### src/rtl/rgb_demux_bank.sv
// Registered N-channel RGB demultiplexer with a shadow bank, atomic commit and write lockout.
// Optional: define RGB_DEMUX_CLEAR_ON_COMMIT_EN to blank the shadow bank on every commit.
module rgb_demux_bank #(
  parameter int unsigned DATA_W   = 24,
  parameter int unsigned N_CH     = 4,
  parameter int unsigned SEL_W    = $clog2(N_CH),
  parameter int unsigned HOLD_CYC = 16
) (
  input  logic                     i_clk,
  input  logic                     i_rst,
  input  logic [DATA_W-1:0]        i_din,
  input  logic                     i_valid,
  output logic                     o_ready,
  input  logic [SEL_W-1:0]         i_sel,
  input  logic                     i_auto,
  input  logic                     i_commit,
  output logic [N_CH*DATA_W-1:0]   o_rgb,
  output logic                     o_done,
  output logic                     o_err
);

  localparam int unsigned      CntW     = (HOLD_CYC > 1) ? $clog2(HOLD_CYC) : 1;
  localparam logic [CntW-1:0]  HoldLoad = (HOLD_CYC > 0) ? CntW'(HOLD_CYC - 1) : '0;
  localparam logic [SEL_W-1:0] LastCh   = SEL_W'(N_CH - 1);

  typedef enum logic [1:0] {StLoad, StCommit, StHold} state_e;

  state_e                   state_q;
  logic [DATA_W-1:0]        shadow_q [N_CH];
  logic [SEL_W-1:0]         ptr_q;
  logic [CntW-1:0]          cnt_q;
  logic [N_CH*DATA_W-1:0]   rgb_q;
  logic                     done_q;
  logic                     err_q;

  assign o_ready = (state_q == StLoad) && !i_rst;
  assign o_rgb   = rgb_q;
  assign o_done  = done_q;
  assign o_err   = err_q;

  always_ff @(posedge i_clk) begin
    if (i_rst) begin
      state_q <= StLoad;
      ptr_q   <= '0;
      cnt_q   <= '0;
      rgb_q   <= '0;
      done_q  <= 1'b0;
      err_q   <= 1'b0;
      for (int k = 0; k < N_CH; k++) shadow_q[k] <= '0;
    end else begin
      done_q <= 1'b0;
      err_q  <= 1'b0;
      unique case (state_q)
        StLoad: begin
          if (i_valid) begin
            if (i_auto) begin
              shadow_q[ptr_q] <= i_din;
              ptr_q           <= (ptr_q == LastCh) ? '0 : ptr_q + 1'b1;
            end else if (32'(i_sel) < N_CH) begin
              shadow_q[i_sel] <= i_din;
            end else begin
              // Out-of-range select: the word is consumed but dropped.
              err_q <= 1'b1;
            end
          end
          if (i_commit) state_q <= StCommit;
        end
        StCommit: begin
          for (int k = 0; k < N_CH; k++) begin
            rgb_q[k*DATA_W +: DATA_W] <= shadow_q[k];
`ifdef RGB_DEMUX_CLEAR_ON_COMMIT_EN
            shadow_q[k] <= '0;
`endif
          end
          ptr_q <= '0;
          if (HOLD_CYC > 0) begin
            cnt_q   <= HoldLoad;
            state_q <= StHold;
          end else begin
            done_q  <= 1'b1;
            state_q <= StLoad;
          end
        end
        StHold: begin
          if (cnt_q == '0) begin
            done_q  <= 1'b1;
            state_q <= StLoad;
          end else begin
            cnt_q <= cnt_q - 1'b1;
          end
        end
        default: state_q <= StLoad;
      endcase
    end
  end

endmodule

### config.mk
export PLATFORM = sky130hd
export DESIGN_NAME = rgb_demux_bank
export DESIGN_NICKNAME = d
export VERILOG_FILES = /design/src/rtl/rgb_demux_bank.sv
export SDC_FILE = /design/constraint.sdc
export NUM_CORES = 1
export LEC_CHECK = 0
export ABC_AREA = 1
export CORE_MARGIN = 5
export CORE_UTILIZATION = 56
export DETAILED_ROUTE_END_ITERATION = 16
export HOLD_SLACK_MARGIN = 0.03
export PLACE_DENSITY = 0.84
export SLEW_MARGIN = 25
export SYNTH_ARGS = -nofsm -noshare
export SYNTH_HDL_FRONTEND = slang
export SYNTH_SLANG_ARGS = --single-unit
export TNS_END_PERCENT = 20
### constraint.sdc
create_clock -name i_clk -period 4.54 [get_ports i_clk]
set_input_delay 0.908 -clock i_clk [delete_from_list [all_inputs] [get_ports i_clk]]
set_output_delay 0.908 -clock i_clk [all_outputs]
set_load 0.02 [all_outputs]
After elaboration in Yosys (flattened, before gate mapping)
Memory sizes are Yosys's and may differ from the RTL's. A register that Yosys moved wholly into a read port is not among the register bits. Index checks and enable logic that the tools add are counted.

Bits in writable memories: 96. Memories kept: 1. Flip-flop bits (word level): 9. Word-level logic and storage cells: 56. Output and inout port bits: 99.

Eq/ne operators: 8. Add/subtract/negate cells: 2. Muxes and demuxes: 28. Bitwise logic cells: 1. Reductions and logical operators: 12.

Memories: shadow_q (words 4, bits a word 24, read ports 4, clocked after memory_dff 4, write ports 4, line 29) `logic [DATA_W-1:0] shadow_q [N_CH];`.

Operators with widths (number): $mux 24 (2); $reduce_or 24->1 (2); $mux 1 (15); $mux 2 (7); $ne 2x2->1 const B (5); $pmux 4 s2 (1); $pmux 2 s3 (1); $eq 2x2->1 const B (2); $logic_not 4->1 (1); $mux 4 (1); $pmux 2 s2 (1); $reduce_and 2->1 (2); $reduce_bool 2->1 (2); $sub 4x1->4 const B (1); $reduce_and 3->1 (1); $add 2x1->2 const B (1); $eq 2x1->1 const B (1); $logic_not 2->1 (1); $reduce_or 2->1 (1); $logic_and 1x1->1 (1); $logic_not 1->1 (1); $not 1->1 (1).

Longest topological paths before layout
Gate-level depths: netlist of run 1.

Depth after elaboration: 8. Mapped depth: 8. Depth with buffers taken out: 8.

Worst setup path before layout of run 1
No wires, ideal clock.

Kind: input -> register. Start point: input port i_rst. End point: memory shadow_q[3][0] (enable). Setup slack: 1574 ps. Arrival time: 2553 ps. Setup time: 413 ps. Required time: 4127 ps. Cell stages on the path: 6. Buffers on the path: 0. Cell sequence: inv_2 -> nand2_1 -> inv_1 -> nand3_2 -> nand2_4 -> a21oi_1.

RTL lines: start: declaration (line 10) `input logic i_rst,`; end: declaration (line 29).

Worst setup path after layout of run 1
Start point: input port i_rst. End point: output port o_ready.

Cells in the longest elaborated chain, start to end: 2.

Ends and longest elaborated chain: $logic_not 1->1 (line 36) `assign o_ready = (state_q == StLoad) && !i_rst;`; $logic_and 1x1->1 (line 36); end: declaration (line 13) `output logic o_ready,`.

No other way between the ends.

==> results of run 1 <==
[worst max-delay path, stage by stage]
cell and delay (ps):
sky130_fd_sc_hd__clkdlybuf4s50_1 530, sky130_fd_sc_hd__inv_2 470, sky130_fd_sc_hd__nand2_1 140, sky130_fd_sc_hd__inv_1 100, sky130_fd_sc_hd__clkdlybuf4s50_1 610
[Yosys cell counts]
master,n,area share
sky130_fd_sc_hd__nand2_2,1,0.00085
sky130_fd_sc_hd__nand3_4,1,0.0024
sky130_fd_sc_hd__nor2_1,288,0.15
sky130_fd_sc_hd__buf_6,4,0.0061
sky130_fd_sc_hd__nand2_1,17,0.0087
sky130_fd_sc_hd__a21oi_1,6,0.0041
sky130_fd_sc_hd__nor3_2,1,0.0014
sky130_fd_sc_hd__nand3_2,2,0.0027
sky130_fd_sc_hd__dfxtp_1,105,0.29
sky130_fd_sc_hd__nor2_2,10,0.0085
sky130_fd_sc_hd__conb_1,1,0.00051
sky130_fd_sc_hd__nand2_4,3,0.0046
sky130_fd_sc_hd__buf_4,3,0.0031
sky130_fd_sc_hd__inv_1,59,0.030
sky130_fd_sc_hd__nor4_1,1,0.00085
sky130_fd_sc_hd__clkbuf_1,26,0.013
sky130_fd_sc_hd__nor2_4,2,0.0031
sky130_fd_sc_hd__nand3_1,8,0.0055
sky130_fd_sc_hd__o21ai_0,99,0.067
sky130_fd_sc_hd__edfxtp_1,96,0.39
sky130_fd_sc_hd__ha_1,2,0.0034
sky130_fd_sc_hd__buf_2,8,0.0055
sky130_fd_sc_hd__or2_2,1,0.00085
sky130_fd_sc_hd__inv_2,2,0.0010
[metal layers]
layer,GRT usage,up-vias
met2,0.372,208
li1,-,2620
met3,0.0485,32
met5,0,-
met1,0.267,2552
met4,0.0645,0
[path summary, 6_finish.rpt]
kind / to / slack (ps) / from / depth (start not counted)
worst max-delay path: o_ready / 870 / i_rst / 5
worst max register to register: shadow_q[1][11] / 2350 / state_q[0] / 8
worst min-delay path: o_rgb[0] / 480 / o_rgb[0] / 2
worst min register to register: o_rgb[0] / 480 / o_rgb[0] / 2
[through the flow]
stage	utilization	power, W	hold WS [ps]	setup WS (ps)
after floorplan	-	0.00241	450	1570
after global placement	0.684	0.00262	464	855
after detailed placement	0.684	0.00264	469	678
after CTS	0.733	0.00416	484	868
after global routing	0.733	0.00431	499	688
final	0.733	0.00414	479	869
[area by class of cell]
| cell class | instances | share of cell area |
|---|---|---|
| flip-flops and latches | 201 | 0.535 |
| multi-input cells | 443 | 0.207 |
| repair buffers | 136 | 0.144 |
| clock buffers | 31 | 0.0637 |
| inverters | 61 | 0.0246 |
| well taps | 172 | 0.0231 |
| clock inverters | 5 | 0.00268 |
[power by group through the flow]
stage | Sequential (W) | Clock (W) | Combinational [W]
floorplan | 0.00219 | 0 | 0.000215
global placement | 0.00212 | 0 | 0.000500
detailed placement | 0.00213 | 0 | 0.000515
CTS | 0.00209 | 0.00155 | 0.000520
global route | 0.00210 | 0.00164 | 0.000565
finish | 0.00209 | 0.00154 | 0.000515
[registers in the layout (all words and copies together), names as in the netlist]
| name | count |
|---|---|
| cnt_q | 4 |
| o_done | 1 |
| o_rgb | 96 |
| ptr_q | 2 |
| shadow_q | 96 |
| state_q | 2 |
[logic make-up after synthesis]
kind of cell,count (synthesis),share of synthesized area
simple gates,335,0.187
other cells,1,0.000511
fa+ha+maj,2,0.00341
buf+inv,102,0.0591
flops,201,0.679
compound gates,105,0.0716
==> metrics, run 1 <==
residual antenna-violating net count after detailed routing=0; fin cells=1049; slew margin rel.=0.477; post-cts resize count=0; net load switching power=0.00100 W; most frequent standard cell in the layout excluding fill and tap cells=sky130_fd_sc_hd__nor2_1; number of top-level pins=130; starting density of the core=0.577; number of hold violations in the final report=0; routed length on met3=1240 um; via count of the first global-routing pass=5515; fill cell instance count of the final layout=898; clock share of power=0.371; area used by sequential logic in the layout=4980 sq um; clock period minus worst slack=3670 ps; die area=15500 sq um; fraction of final layout cells sized beyond drive strength 1=0.0696; maximum vdd drop=0.346 mV; Worst-Skew Late Latency=470 ps; power share of the sequential group=0.504; initial antenna violation count=0; number of synthesized register bits=201; area taken by multi-input logic gates=1930 sq um; Tcrit/Tclk final=0.809; met2 routed wirelength=8380 um; run status=completed; highest fanout seen on the critical path=41; core area=12700 sq um; via count=5412; arrival time at the worst endpoint=2760 ps; Synthesis Warnings=0; routed wire length=16600 um; number of slew-limit violations in the final report=0; GRT Resource Usage Total=0.214; antenna fix cells=0; number of clock buffers inserted by TritonCTS=20; number of setup violations in the final report=0; Die X=125 um; CTS Root Cell=sky130_fd_sc_hd__clkbuf_16; met1 wire length=6600 um; RD Place Congestion=0.830; top routing layer used=met4; DPL Wire Length=11600 um; classification of the worst-slack hold path=reg -> reg; syn_area_per_cell=9.84 sq um; Clock Tree Buf Depth=3; Synth Net Count=779; Placed Cells incl. Taps=1013; actual slew at the worst max-slew pin=785 ps; switching portion of total power=0.242; proportion of synthesized chip area in sequential cells=0.679; total of max-cap violations=0; Post-CTS Hold Fix Bufs=0; Detailed Route Iter0 Violations=467; count of different cell masters after synthesis=24; count of port buffers added during placement=128; Gate Count Post-Synth=746; cell area after synthesis=7340 sq um; Combinational Power Share=0.124; maximum number of pins on one net before global-route repair=101; f_max=272 MHz; clock transition at the register clock pins on the worst setup and hold paths after CTS=60 ps; CTS tree=built; total internal power=0.00314 W; total iterations of the first detailed-routing run=6; post-route standard cell area excluding fillers=9320 sq um; die outline height=125 um; static leakage power=3.60 nW; Overflow after GRT=0; kind of start point of the critical path=input pin; Sum Neg Setup Slack=0 ps; total number of H-tree levels=1; Post-Route Skew=6.09 ps; Power per Cell Area=444 nW/um^2; Syn-to-layout area delta=27.0%; detailed-route vias per instance=5.16; number of remaining DRC errors=0; clk sinks=201; setup bufs post-CTS=0; setup repair after global routing missed its margin=false; routed length per instance=15.8 um; critical path data required time=3630 ps; crit path kind=in -> out; wire length of the first global-routing pass=27600 um; num rows=41; Worst setup EP type=output pin; leading cell types in the layout, fill and taps excluded=288 x sky130_fd_sc_hd__nor2_1, 128 x sky130_fd_sc_hd__clkdlybuf4s50_1, 105 x sky130_fd_sc_hd__dfxtp_1, 99 x sky130_fd_sc_hd__o21ai_0, 96 x sky130_fd_sc_hd__edfxtp_1; Final Net Count=896; post-placement cell area=8700 sq um
Note: power is estimated with default switching activity, not from simulation.
==> inputs of run 2 (changes only) <==
CORE_UTILIZATION = 47   (was 56)
PLACE_DENSITY = 0.75   (was 0.84)
clock period = 2.9 ns   (was 4.54 ns; I/O delays follow)
==> run 2 against run 1 <==
Effect of this change: combinational power is 59% higher; register-to-register slack worse by 1200 ps; utilization decreased by 11 points; via count shrank 2.3%; critical path depth did not move; clock skew rose by 5.2 ps; hold slack worse by 1.9 ps; wire length is 0.46% lower; design area up 1.9%.
==> metrics, run 2 (synthesized netlist as in run 1, its figures left out) <==
starting density of the core=0.481 (was 0.577); routed length per instance=15.1 um (was 15.8 um); core area=15300 sq um (was 12700 sq um); setup bufs post-CTS=0 (unchanged); series of cell instances along the critical path=clkdlybuf4s50_1, inv_2, nand2_1, inv_1, clkdlybuf4s50_1 (unchanged); classification of the worst-slack hold path=reg -> reg (unchanged); leading cell types in the layout, fill and taps excluded=288 x sky130_fd_sc_hd__nor2_1, 128 x sky130_fd_sc_hd__clkdlybuf4s50_1, 105 x sky130_fd_sc_hd__dfxtp_1, 99 x sky130_fd_sc_hd__o21ai_0, 96 x sky130_fd_sc_hd__edfxtp_1 (unchanged); die outline height=135 um (was 125 um); number of top-level pins=130 (unchanged); setup repair after global routing missed its margin=false (unchanged); Worst setup EP type=output pin (unchanged); total internal power=0.00505 W (was 0.00314 W); arrival time at the worst endpoint=1920 ps (was 2760 ps); most frequent standard cell in the layout excluding fill and tap cells=sky130_fd_sc_hd__nor2_1 (unchanged); Post-Route Skew=11.3 ps (was 6.09 ps); Die X=135 um (was 125 um); run status=completed (unchanged); CTS Root Cell=sky130_fd_sc_hd__clkbuf_16 (unchanged); clock transition at the register clock pins on the worst setup and hold paths after CTS=60 ps (about the same); antenna fix cells=0 (unchanged); static leakage power=3.67 nW (was 3.60 nW); RR Endpoint=shadow_q[0][22] (was shadow_q[1][11]); post-route standard cell area excluding fillers=9500 sq um (was 9320 sq um); Post-CTS Hold Fix Bufs=0 (unchanged); max incr delay on CP=630 ps (was 610 ps); beginning of the worst register-to-register path=state_q[1] (was state_q[0]); f_max=400 MHz; detailed-route vias per instance=4.83 (was 5.16); num rows=45 (was 41); count of port buffers added during placement=128 (unchanged); clk sinks=201 (unchanged); total of max-cap violations=0 (unchanged); setup slack, reg-to-reg=1110 ps (was 2350 ps); wire length of the first global-routing pass=26400 um (was 27600 um); routed wire length=16500 um (was 16600 um); switching portion of total power=0.242 (about the same); via count=5290 (was 5412); die area=18200 sq um (was 15500 sq um); total iterations of the first detailed-routing run=5 (was 6); post-placement cell area=8840 sq um (was 8700 sq um); maximum vdd drop=0.382 mV (was 0.346 mV); power share of the sequential group=0.491 (was 0.504); residual antenna-violating net count after detailed routing=0 (unchanged); clock period minus worst slack=2500 ps; DPL Wire Length=11600 um (about the same); most prevalent standard cell on the critical path=sky130_fd_sc_hd__clkdlybuf4s50_1 (unchanged); GRT Resource Usage Total=0.183 (was 0.214); Syn-to-layout area delta=29.4% (was 27.0%); destination of the critical timing path=o_ready (unchanged); number of remaining DRC errors=0 (unchanged); area taken by multi-input logic gates=1930 sq um (about the same); number of slew-limit violations in the final report=0 (unchanged); total number of H-tree levels=1 (unchanged); Final Power=0.00666 W (was 0.00414 W); Clock Tree Buf Depth=3 (unchanged); logic depth of the worst register-to-register path=8 (unchanged); fraction of the core area covered by cells at the end of the flow=0.623 (was 0.733); kind of start point of the critical path=input pin (unchanged); Final Net Count=904 (was 896); fraction of final layout cells sized beyond drive strength 1=0.0791 (was 0.0696); fill cell instance count of the final layout=1227 (was 898); number of setup violations in the final report=0 (unchanged); Overflow after GRT=0 (unchanged); slowest library cell on the worst path=sky130_fd_sc_hd__clkdlybuf4s50_1 (unchanged); via count of the first global-routing pass=5152 (was 5515); initial antenna violation count=0 (unchanged); RD Place Congestion=0.831 (was 0.830); Combinational Power Share=0.123 (was 0.124); area used by sequential logic in the layout=4980 sq um (unchanged); critical path data required time=2320 ps (was 3630 ps); Worst-Skew Late Latency=490 ps (was 470 ps); launching element of the worst setup path=i_rst (unchanged); clock share of power=0.386 (was 0.371); post-placement worst setup slack=347 ps (was 678 ps); post-cts resize count=0 (unchanged); crit path kind=in -> out (unchanged); Power per Cell Area=701 nW/um^2 (was 444 nW/um^2); Tcrit/Tclk final=0.862; maximum number of pins on one net before global-route repair=88 (was 101); Detailed Route Iter0 Violations=443 (was 467); highest fanout seen on the critical path=4 (was 41); post-route setup slack=400 ps (was 869 ps); number of clock buffers inserted by TritonCTS=21 (was 20); number of hold violations in the final report=0 (unchanged); CTS tree=built (unchanged); Sum Neg Setup Slack=0 ps (unchanged); net load switching power=0.00161 W (was 0.00100 W)
==> run 2: cell types whose count changed in the layout (fill, tap and decap cells not counted), sizes merged <==
cell,before,now
bufinv,0,2
clkinv,4,8
clkbuf,31,26
buf,8,15
==> run 2: per-stage QoR <==
step	std cells	hold WS [ps]
final	1096	477
after global routing	1096	494
after CTS	1096	483
after detailed placement	1059	469
after global placement	1059	462
after floorplan	746	450
==> run 2: worst min path at each step <==
stage	slack [ps]	startpoint	depth (start not counted)	to
after floorplan	450	ptr_q[1]	2	ptr_q[1]
after global placement	460	o_rgb[49]	2	o_rgb[49]
after detailed placement	470	o_rgb[49]	2	o_rgb[49]
after CTS	480	o_rgb[49]	2	o_rgb[49]
after global routing	490	o_rgb[45]	2	o_rgb[45]
final	480	o_rgb[49]	2	o_rgb[49]
==> run 2: final cells by class <==
class / instances / area share
flip-flops and latches: 201 / 0.525
multi-input cells: 443 / 0.203
repair buffers: 143 / 0.151
clock buffers: 26 / 0.0584
well taps: 211 / 0.0278
inverters: 61 / 0.0241
clock inverters: 11 / 0.0111
==> run 2: worst max-delay path: cells and delay by family <==
kind | cells | cell delay [ps]
buffers and inverters | 4 | 1260
and+or+nand+nor | 1 | 80
==> run 2: per-layer routing <==
| layer | global-route usage | part of all wire | vias to the layer above |
|---|---|---|---|
| li1 | - | - | 2638 |
| met1 | 0.246 | 0.43 | 2462 |
| met2 | 0.308 | 0.48 | 167 |
| met3 | 0.0309 | 0.065 | 23 |
| met4 | 0.0482 | 0.017 | 0 |
| met5 | 0 | 0 | - |
==> run 2: power by group through the flow <==
| stage | sequential (W) | combinational (W) | clock (W) |
|---|---|---|---|
| 5_1_grt | 0.00329 | 0.000899 | 0.00276 |
| 6_report | 0.00327 | 0.000818 | 0.00257 |
| 3_5_place_dp | 0.00333 | 0.000827 | 0 |
| 2_1_floorplan | 0.00343 | 0.000337 | 0 |
| 3_3_place_gp | 0.00332 | 0.000812 | 0 |
| 4_1_cts | 0.00327 | 0.000831 | 0.00261 |
==> variant, RTL diff (config.mk and constraints of run 2) <==
The 3 states of `state_e` get a one-hot encoding in 3 bits.
--- a/src/rtl/rgb_demux_bank.sv
+++ b/src/rtl/rgb_demux_bank.sv
@@ -24,5 +24,5 @@
   localparam logic [SEL_W-1:0] LastCh   = SEL_W'(N_CH - 1);
 
-  typedef enum logic [1:0] {StLoad, StCommit, StHold} state_e;
+  typedef enum logic [2:0] {StLoad = 3'b001, StCommit = 3'b010, StHold = 3'b100} state_e;
 
   state_e                   state_q;
Behaviour: same outputs for any inputs over 4 cycles, from zero or initial values and one cycle with i_rst high; so few cycles prove little.
==> variant against run 2 <==
  * Fmax increased by 4.4%
  * Sequential share of layout area decreased by 0.13 points
  * Via count increased by 1.7%
  * Die area increased by 1.8%
  * Register-to-register slack improved by 0.07 ns
  * Power decreased by 5.6%
  * Synthesized cell count decreased by 1.7%
  * Synthesized area increased by 1.9%
  * First-iteration DRC count decreased by 2.7%
  * Worst setup slack improved by 0.11 ns
  * Wire length increased by 7.3%
  * Design area increased by 0.66%
  * Sequential cell count increased by 1
  * Global-route usage increased by 0.82 points
  * Critical endpoint unchanged
  * Highest routed layer unchanged
==> variant: results (changes against run 2) <==
status: "finished, final reports clean"
clkLatencyLatePin_ns: 0.48
final-instance-count-excl-fill: 1085  # -1.0%
syn_avg_cell_area_sq_um: 10.21  # +3.8%
insertedDiodeCount: 0  # unchanged
finalNetCount: 888  # -1.8%
ir_drop_mv: 0.4212  # +10%
synth.area.top_cells: "edfxtp_1 39%, dfxtp_1 28%, nor2_1 14%, o21ai_0 5.5%, nor3_2 2.7%"
postLayoutSetupSlackWorst_ns: 0.5065  # +0.1064 ns
via_per_inst: 4.957  # +2.7%
wl_per_cell_microns: 16.35  # +8.3%
grt_pass1_wl_mm: 27.59  # +4.4%
postPlaceCellArea_sq_mm: 0.008914  # +0.84%
gp_congestion: 0.8111  # -2.4%
pre_cts_slack_ns: 0.4934  # +0.1463 ns
arrival_ns: 1.81  # -0.11 ns
skew_ns: 0.01183  # +0.0005764 ns
synth_commonest_cells: "273 x nor2_1, 106 x dfxtp_1, 96 x edfxtp_1"
drtIter0Drc: 431  # -2.7%
cp_max_fo: 5  # +1
grt_pass1_vias: 5217  # +1.3%
grtUsageTotal_pct: 19.08  # +0.82 points
reg2reg_from: "state_q[2]"
r2r_end: "o_rgb[94]"
cts_buffer_depth: 3  # unchanged
synthDistinctLibCells: 27  # +13%
dp_hpwl_mm: 11.71  # +1.0%
syn-cell-area_sq_mm: 0.007486  # +1.9%
startpoint: "state_q[0]"
ys_seq_area_share_pct: 66.86  # -1.0 points
filler_cell_count: 1330  # +8.4%
rr_worst_depth: 4  # -4
slew_headroom_pct: 39.61
antenna_found_initial: 0  # unchanged
placedCellCount: 1048  # -1.0%
r2r_slack_ns: 1.18  # +0.07 ns
drive_above_1_share_pct: 9.436  # +1.5 points
syn_nets: 766  # -1.7%
grt_max_degree: 97  # +10%
leakage_uw: 0.003927  # +6.9%
syn_to_final_growth_pct: 27.73
variant: where the power goes:
part | switching [uW] | internal [uW] | total (uW)
clock | 1030 | 1500 | 2530
combinational | 349 | 205 | 553
sequential | 61.0 | 3140 | 3200
variant: per-layer routing:
metal	global-route usage, %	wire, microns	vias to the layer above
met2	31.43	8530	192
li1	-	-	2639
met5	0	0	-
met4	5.935	489	0
met1	25.13	7397	2514
met3	4.478	1327	33
variant: worst min path at each step:
stage | startpoint | to | slack [ns] | depth (start not counted)
finish | shadow_q[0][0] | o_rgb[0] | 0.47 | 2
global route | shadow_q[3][6] | o_rgb[78] | 0.49 | 2
CTS | shadow_q[1][0] | o_rgb[24] | 0.48 | 2
detailed placement | shadow_q[1][0] | o_rgb[24] | 0.46 | 2
global placement | shadow_q[2][23] | o_rgb[71] | 0.45 | 2
floorplan | shadow_q[1][17] | o_rgb[41] | 0.45 | 2
variant: worst max-delay path, cell delays in order (launching register included):
cell             delay (ns)
dfxtp_1                0.44
nand3b_4               0.16
nor2_4                 0.12
clkdlybuf4s50_1        0.61
variant: layout make-up:
class / count / area share [%]
timing repair buffer: 143 / 14.71
tap: 216 / 2.826
sequential: 202 / 52.34
clock buffer: 24 / 5.614
clock inverter: 13 / 1.165
inverter: 38 / 1.492
multi-input combinational: 449 / 21.85
variant: kinds of logic (layout without fill, tap and decap cells):
family	Yosys count	in the layout	share of synthesized area [%]
AO/OA/AOI/OAI	107	107	7.354
adder cells (fa/ha/maj)	2	2	0.3342
buffers and inverters	82	218	5.315
flip-flops	202	202	66.86
other	1	1	0.05009
AND/OR/NAND/NOR	339	339	20.09
